`src/rtl/fmap_pkg.sv`:
```
// Shared state encoding and default widths for the feature-map line transmitter.
package fmap_pkg;

  localparam int FMAP_AW = 10;
  localparam int FMAP_DW = 128;

  typedef enum logic [1:0] {
    IDLE  = 2'd0,
    SEND  = 2'd1,
    GAP   = 2'd2,
    DRAIN = 2'd3
  } fmap_state_e;

endpackage

```
`src/rtl/fmap_tx_outreg.sv`:
```
// Single-entry output register for fmap_line_tx: holds the word and its frame
// position flags, and reloads whenever it is empty or its beat is taken.
module fmap_tx_outreg
  import fmap_pkg::*;
#(
  parameter int DW = FMAP_DW
) (
  input  logic          SYS_CLK,
  input  logic          SYS_RST,
  input  logic          load,
  input  logic [DW-1:0] din,
  input  logic          first_in,
  input  logic          line_in,
  input  logic          frame_in,
  input  logic          wready,
  output logic [DW-1:0] data,
  output logic          data_vld,
  output logic          first,
  output logic          last_in_line,
  output logic          last_in_frame,
  output logic          ld
);

  assign ld = !data_vld || wready;

  // When ld is high without a new word, the register empties so no beat repeats.
  always_ff @(posedge SYS_CLK or negedge SYS_RST) begin
    if (!SYS_RST) begin
      data          <= '0;
      data_vld      <= 1'b0;
      first         <= 1'b0;
      last_in_line  <= 1'b0;
      last_in_frame <= 1'b0;
    end else if (ld) begin
      if (load) begin
        data          <= din;
        data_vld      <= 1'b1;
        first         <= first_in;
        last_in_line  <= line_in;
        last_in_frame <= frame_in;
      end else begin
        data_vld <= 1'b0;
      end
    end
  end

endmodule

```
`src/rtl/fmap_line_tx.sv`:
```
// Feature-map line transmitter: streams one PIC_SIZE x PIC_SIZE picture under WREADY
// backpressure. Define FMAP_TX_LINE_GAP_EN to insert LINE_GAP idle cycles between lines.
module fmap_line_tx
  import fmap_pkg::*;
#(
  parameter int AW = FMAP_AW,
  parameter int DW = FMAP_DW,
  parameter int LINE_GAP = 1
) (
  input  logic          SYS_CLK,
  input  logic          SYS_RST,
  input  logic          START,
  input  logic [7:0]    PIC_SIZE,
  input  logic [AW-1:0] WRADDR_BASE,
  input  logic [DW-1:0] SRC_DATA,
  input  logic          SRC_VLD,
  output logic          SRC_RDY,
  output logic [DW-1:0] DATA,
  output logic          DATA_VLD,
  input  logic          WREADY,
  output logic          DATA_SOP,
  output logic          DATA_HSYNC,
  output logic          DATA_EOP,
  output logic [AW-1:0] WRADDR_START,
  output logic          BUSY
);

  fmap_state_e state, state_nxt;
  logic [7:0]  pic_size, col_cnt, row_cnt;
  logic        ld, src_hs, col_last, row_last, beat_xfer, frame_done, start_ok, eop_q;
  logic        first_q, line_q, frame_q;

  // The EOP cycle still counts as busy, so a START there is ignored.
  assign start_ok   = (state == IDLE) && !eop_q && START && (PIC_SIZE >= 8'd2);
  assign SRC_RDY    = (state == SEND) && ld;
  assign src_hs     = SRC_VLD && SRC_RDY;
  assign col_last   = (col_cnt == pic_size - 8'd1);
  assign row_last   = (row_cnt == pic_size - 8'd1);
  assign beat_xfer  = DATA_VLD && WREADY;
  assign frame_done = (state == DRAIN) && beat_xfer && frame_q;

  assign DATA_SOP   = first_q && beat_xfer;
  assign DATA_HSYNC = line_q && beat_xfer;
  assign DATA_EOP   = eop_q;
  assign BUSY       = (state != IDLE) || eop_q;

`ifdef FMAP_TX_LINE_GAP_EN
  logic [7:0] gap_cnt;
  logic       gap_done;

  // Counting begins on the cycle the tagged last beat leaves (ld high in GAP).
  assign gap_done = (state == GAP) && ld && (gap_cnt == 8'(LINE_GAP - 1));

  always_ff @(posedge SYS_CLK or negedge SYS_RST) begin
    if (!SYS_RST)           gap_cnt <= '0;
    else if (state != GAP)  gap_cnt <= '0;
    else if (ld)            gap_cnt <= gap_cnt + 8'd1;
  end
`endif

  always_comb begin
    state_nxt = state;
    case (state)
      IDLE:  if (start_ok) state_nxt = SEND;
      SEND:  if (src_hs && col_last) begin
               if (row_last) state_nxt = DRAIN;
`ifdef FMAP_TX_LINE_GAP_EN
               else          state_nxt = GAP;
`endif
             end
`ifdef FMAP_TX_LINE_GAP_EN
      GAP:   if (gap_done) state_nxt = SEND;
`endif
      DRAIN: if (frame_done) state_nxt = IDLE;
      default: state_nxt = IDLE;
    endcase
  end

  always_ff @(posedge SYS_CLK or negedge SYS_RST) begin
    if (!SYS_RST) begin
      state        <= IDLE;
      pic_size     <= '0;
      col_cnt      <= '0;
      row_cnt      <= '0;
      WRADDR_START <= '0;
      eop_q        <= 1'b0;
    end else begin
      state <= state_nxt;
      eop_q <= frame_done;
      if (start_ok) begin
        pic_size     <= PIC_SIZE;
        WRADDR_START <= WRADDR_BASE;
        col_cnt      <= '0;
        row_cnt      <= '0;
      end else if (src_hs) begin
        if (col_last) begin
          col_cnt <= '0;
          row_cnt <= row_last ? 8'd0 : row_cnt + 8'd1;
        end else begin
          col_cnt <= col_cnt + 8'd1;
        end
      end
    end
  end

  fmap_tx_outreg #(.DW(DW)) u_outreg (
    .SYS_CLK       (SYS_CLK),
    .SYS_RST       (SYS_RST),
    .load          (src_hs),
    .din           (SRC_DATA),
    .first_in      ((col_cnt == 8'd0) && (row_cnt == 8'd0)),
    .line_in       (col_last),
    .frame_in      (col_last && row_last),
    .wready        (WREADY),
    .data          (DATA),
    .data_vld      (DATA_VLD),
    .first         (first_q),
    .last_in_line  (line_q),
    .last_in_frame (frame_q),
    .ld            (ld)
  );

endmodule
```
`config.mk`:
```
export PLATFORM = sky130hd
export DESIGN_NAME = fmap_line_tx
export DESIGN_NICKNAME = d
export VERILOG_FILES = /design/src/rtl/fmap_pkg.sv /design/src/rtl/fmap_tx_outreg.sv /design/src/rtl/fmap_line_tx.sv
export SDC_FILE = /design/constraint.sdc
export NUM_CORES = 1
export LEC_CHECK = 0
export ABC_AREA = 1
export CAP_MARGIN = 20
export CORE_UTILIZATION = 47
export DETAILED_ROUTE_END_ITERATION = 8
export PLACE_DENSITY = 0.86
export SLEW_MARGIN = 20
export SYNTH_ARGS = -nofsm -noshare
export SYNTH_HDL_FRONTEND = slang
export SYNTH_SLANG_ARGS = --single-unit
```
`constraint.sdc`:
```
create_clock -name SYS_CLK -period 5.61 [get_ports SYS_CLK]
set_input_delay 0.8415 -clock SYS_CLK [delete_from_list [all_inputs] [get_ports SYS_CLK]]
set_output_delay 0.8415 -clock SYS_CLK [all_outputs]
set_load 0.1 [all_outputs]
```
==> results.py <==
metrics = {
    "clocking": {
        "root_buffer": "clkbuf_16",
        "cts_setup_buffers": 0,
        "cts.repair.resized": 0,
        "path_clk_slew_ps": 60,
        "htree_levels": 4,
        "hold_buffers": 0,
        "cts_sinks": 169,
        "tritoncts": "yes",
        "cts_max_path_buffers": 2,
        "clock_latency_ps": 430,
        "cts_buffers": 17,
    },
    "sta": {
        "tns_ps": 0,
        "fmax_mhz": 273,
        "finalMaxSlewViolations": 0,
        "final.setup_skew_ps": 14.3,
        "worst_slew_pin_slew_ps": 1060,
        "fin_crit_sh_pct": 65.4,
        "fin_crit_ps": 3670,
        "rsz0062_at_grt": "no",
        "hold_violations": 0,
        "max-slew-margin-rel_pct": 29.3,
        "worst_hold_slack_ps": 387,
        "setup_viol": 0,
    },
    "floorplan": {
        "die_h_um": 126,
        "start_util_pct": 49.0,
        "io_pins": 295,
        "fp.dieW_um": 126,
        "fp-row-count": 44,
        "dieArea_um2": 15900,
        "coreArea_um2": 14800,
    },
    "power": {
        "leakage_nw": 5.36,
        "power_mw": 5.69,
        "power_density_nw_per_um2": 526,
        "vdd.ir_drop.worst_v": 0.000332,
    },
    "hold_path": {
        "worstHoldPathType": "input port to asynchronous set/reset pin",
    },
    "yosys": {
        "synth_top_cell_by_area": "dfrtp_1",
        "ys.warnings.count": 0,
        "syn_avg_cell_area_um2": 8.22,
        "ys_seq_area_share_pct": 58.5,
        "synth_fp_nets": 1035,
        "synthTopCellsByArea": "dfrtp_1, nand2_1, nand3_1",
        "syn_area_um2": 7220,
        "synth.distinct_cells": 29,
        "syn_inst": 879,
        "synth-seq-cells": 169,
        "synth_top_area_share_pct": 58.5,
    },
    "finish": {
        "diodes": 0,
        "final_nets": 1318,
        "synthToLayoutAreaGrowth_pct": 49.8,
        "final_util_pct": 73.4,
        "drive_gt1_share_pct": 4.68,
    },
    "setup_path": {
        "crit_slowest_cell": "clkdlybuf4s50_1",
        "slowest_delay_ps": 1160,
        "cp.arrival_ps": 2830,
        "path_cells": "clkdlybuf4s50_1 > inv_1 > nand2_1 > nand3_1 > inv_1 > clkdlybuf4s50_1",
        "critPathMaxFanout": 3,
        "crit_path_end_kind": "output port",
        "rr_worst_depth": 8,
        "path_class": "input port to output port",
        "cp_data_required_time_ps": 4770,
        "cp-start-kind": "input port",
    },
    "grt": {
        "grt_max_degree": 75,
        "grt_pass1_wl_mm": 32.8,
        "track_usage_pct": 26.8,
        "overflow": 0,
        "grt_antenna_before_repair": 0,
        "grt_pass1_vias": 6582,
    },
    "routing": {
        "vias": 6573,
        "vias_per_cell": 4.84,
        "antenna_left": 0,
        "drtIter0Drc": 364,
        "drtPass1Iterations": 6,
        "routedWlPerCell_um": 15.3,
        "drt_wl_total_mm": 20.8,
        "drc": 0,
    },
    "placed_design": {
        "gp_congestion": 0.901,
        "place_hpwl_mm": 14.6,
        "portBuffers": 294,
    },
    "run_status": {
        "outcome": "finished clean",
    },
    "run": {
        "drv_cap": 0,
    },
}
[logic make-up (layout without fill, tap and decap cells)]
group	after synthesis	in the layout	share of synthesized area [%]
buf+inv	75	371	4.23
fa+ha+maj	5	5	0.866
compound gates	18	18	1.30
simple gates	599	599	33.5
xor+xnor	13	13	1.58
flops	169	169	58.5
[worst max-delay path, delay by kind of cell]
family	cells	cell delay [ps]
buffers and inverters	4	1840
AND/OR/NAND/NOR	2	150
[cells in the mapped netlist]
cell,n
a21oi_1,1
nor2_2,4
o41ai_1,1
inv_1,36
xor2_1,11
o21ai_0,15
nand2_4,1
nand2_1,502
buf_1,4
nand2_2,3
nand3_2,2
or3_4,1
nor4_1,1
xnor2_1,2
buf_6,1
nor2_1,22
clkbuf_1,16
nor2_4,3
nand2_8,1
inv_2,4
o21ai_1,1
nor3_1,6
ha_1,5
dfrtp_1,169
nand3_1,44
buf_2,13
nand4_1,8
clkinv_1,1
or2_1,1
[metal layers]
metal | up-vias | share of wire, % | global-route usage (%)
met5 | - | 0 | 0
met1 | 3047 | 41 | 31.9
met3 | 45 | 6.3 | 7.60
met2 | 227 | 50 | 45.5
met4 | 0 | 2.7 | 11.3
li1 | 3254 | - | -
[cell type report]
type	count	area, µm²
Fill cell	1092	3930
Inverter	41	156
Tap cell	184	230
Timing Repair Buffer	298	2970
Clock inverter	12	92.6
Sequential cell	169	4230
Multi-Input combinational cell	635	2700
Clock buffer	20	447
[layout by cell type (no fill, tap or decap), types with 2 or more instances in the layout]
cell / synthesis / routed
nand2_2: 3 / 2
nand3_2: 2 / 2
clkbuf_16: 0 / 17
o21ai_0: 15 / 15
clkinvlp_4: 0 / 3
nand2_4: 1 / 2
nor2_4: 3 / 3
xnor2_1: 2 / 2
nand2_1: 502 / 502
clkinv_2: 0 / 3
clkdlybuf4s50_1: 0 / 293
inv_6: 0 / 3
ha_1: 5 / 5
dfrtp_1: 169 / 169
nand4_1: 8 / 8
xor2_1: 11 / 11
nor2_2: 4 / 4
buf_4: 0 / 4
nor3_1: 6 / 6
inv_2: 4 / 4
nand3_1: 44 / 44
nor2_1: 22 / 22
clkbuf_1: 16 / 2
inv_1: 36 / 36
clkinv_4: 0 / 2
[where the power goes]
group	internal [mW]	switching [mW]	leakage, nW	total [mW]
Clock	0.584	0.496	0.259	1.08
Sequential	1.49	0.207	2.10	1.70
Combinational	0.696	2.22	3.00	2.92
[worst paths after layout]
path,from,to,slack (ps)
setup reg to reg,u_outreg.data_vld,u_outreg.data[111],2810
min in group SYS_CLK,u_outreg.data[16],u_outreg.data[16],480
max in group asynchronous,SYS_RST,u_outreg.data[44],4060
hold reg to reg,u_outreg.data[16],u_outreg.data[16],480
setup / recovery,WREADY,SRC_RDY,1940
hold / removal,SYS_RST,col_cnt[4],390
[metrics by stage]
step                area (µm²)  worst slack, ps  instances
floorplan                 7220             2400        879
global placement         10300             1890       1327
detailed placement       10300             1840       1327
CTS                      10800             1920       1359
global route             10800             1860       1359
finish                   10800             1940       1359
[state kept, by name, indices dropped and copies added (netlist names)]
signal and count:
row_cnt 8, u_outreg.data 128, pic_size 8, u_outreg.first 1, DATA_EOP 1, col_cnt 8
u_outreg.data_vld 1, u_outreg.last_in_frame 1, u_outreg.last_in_line 1, state 2, WRADDR_START 10
Power figures use the tool's default switching activity.
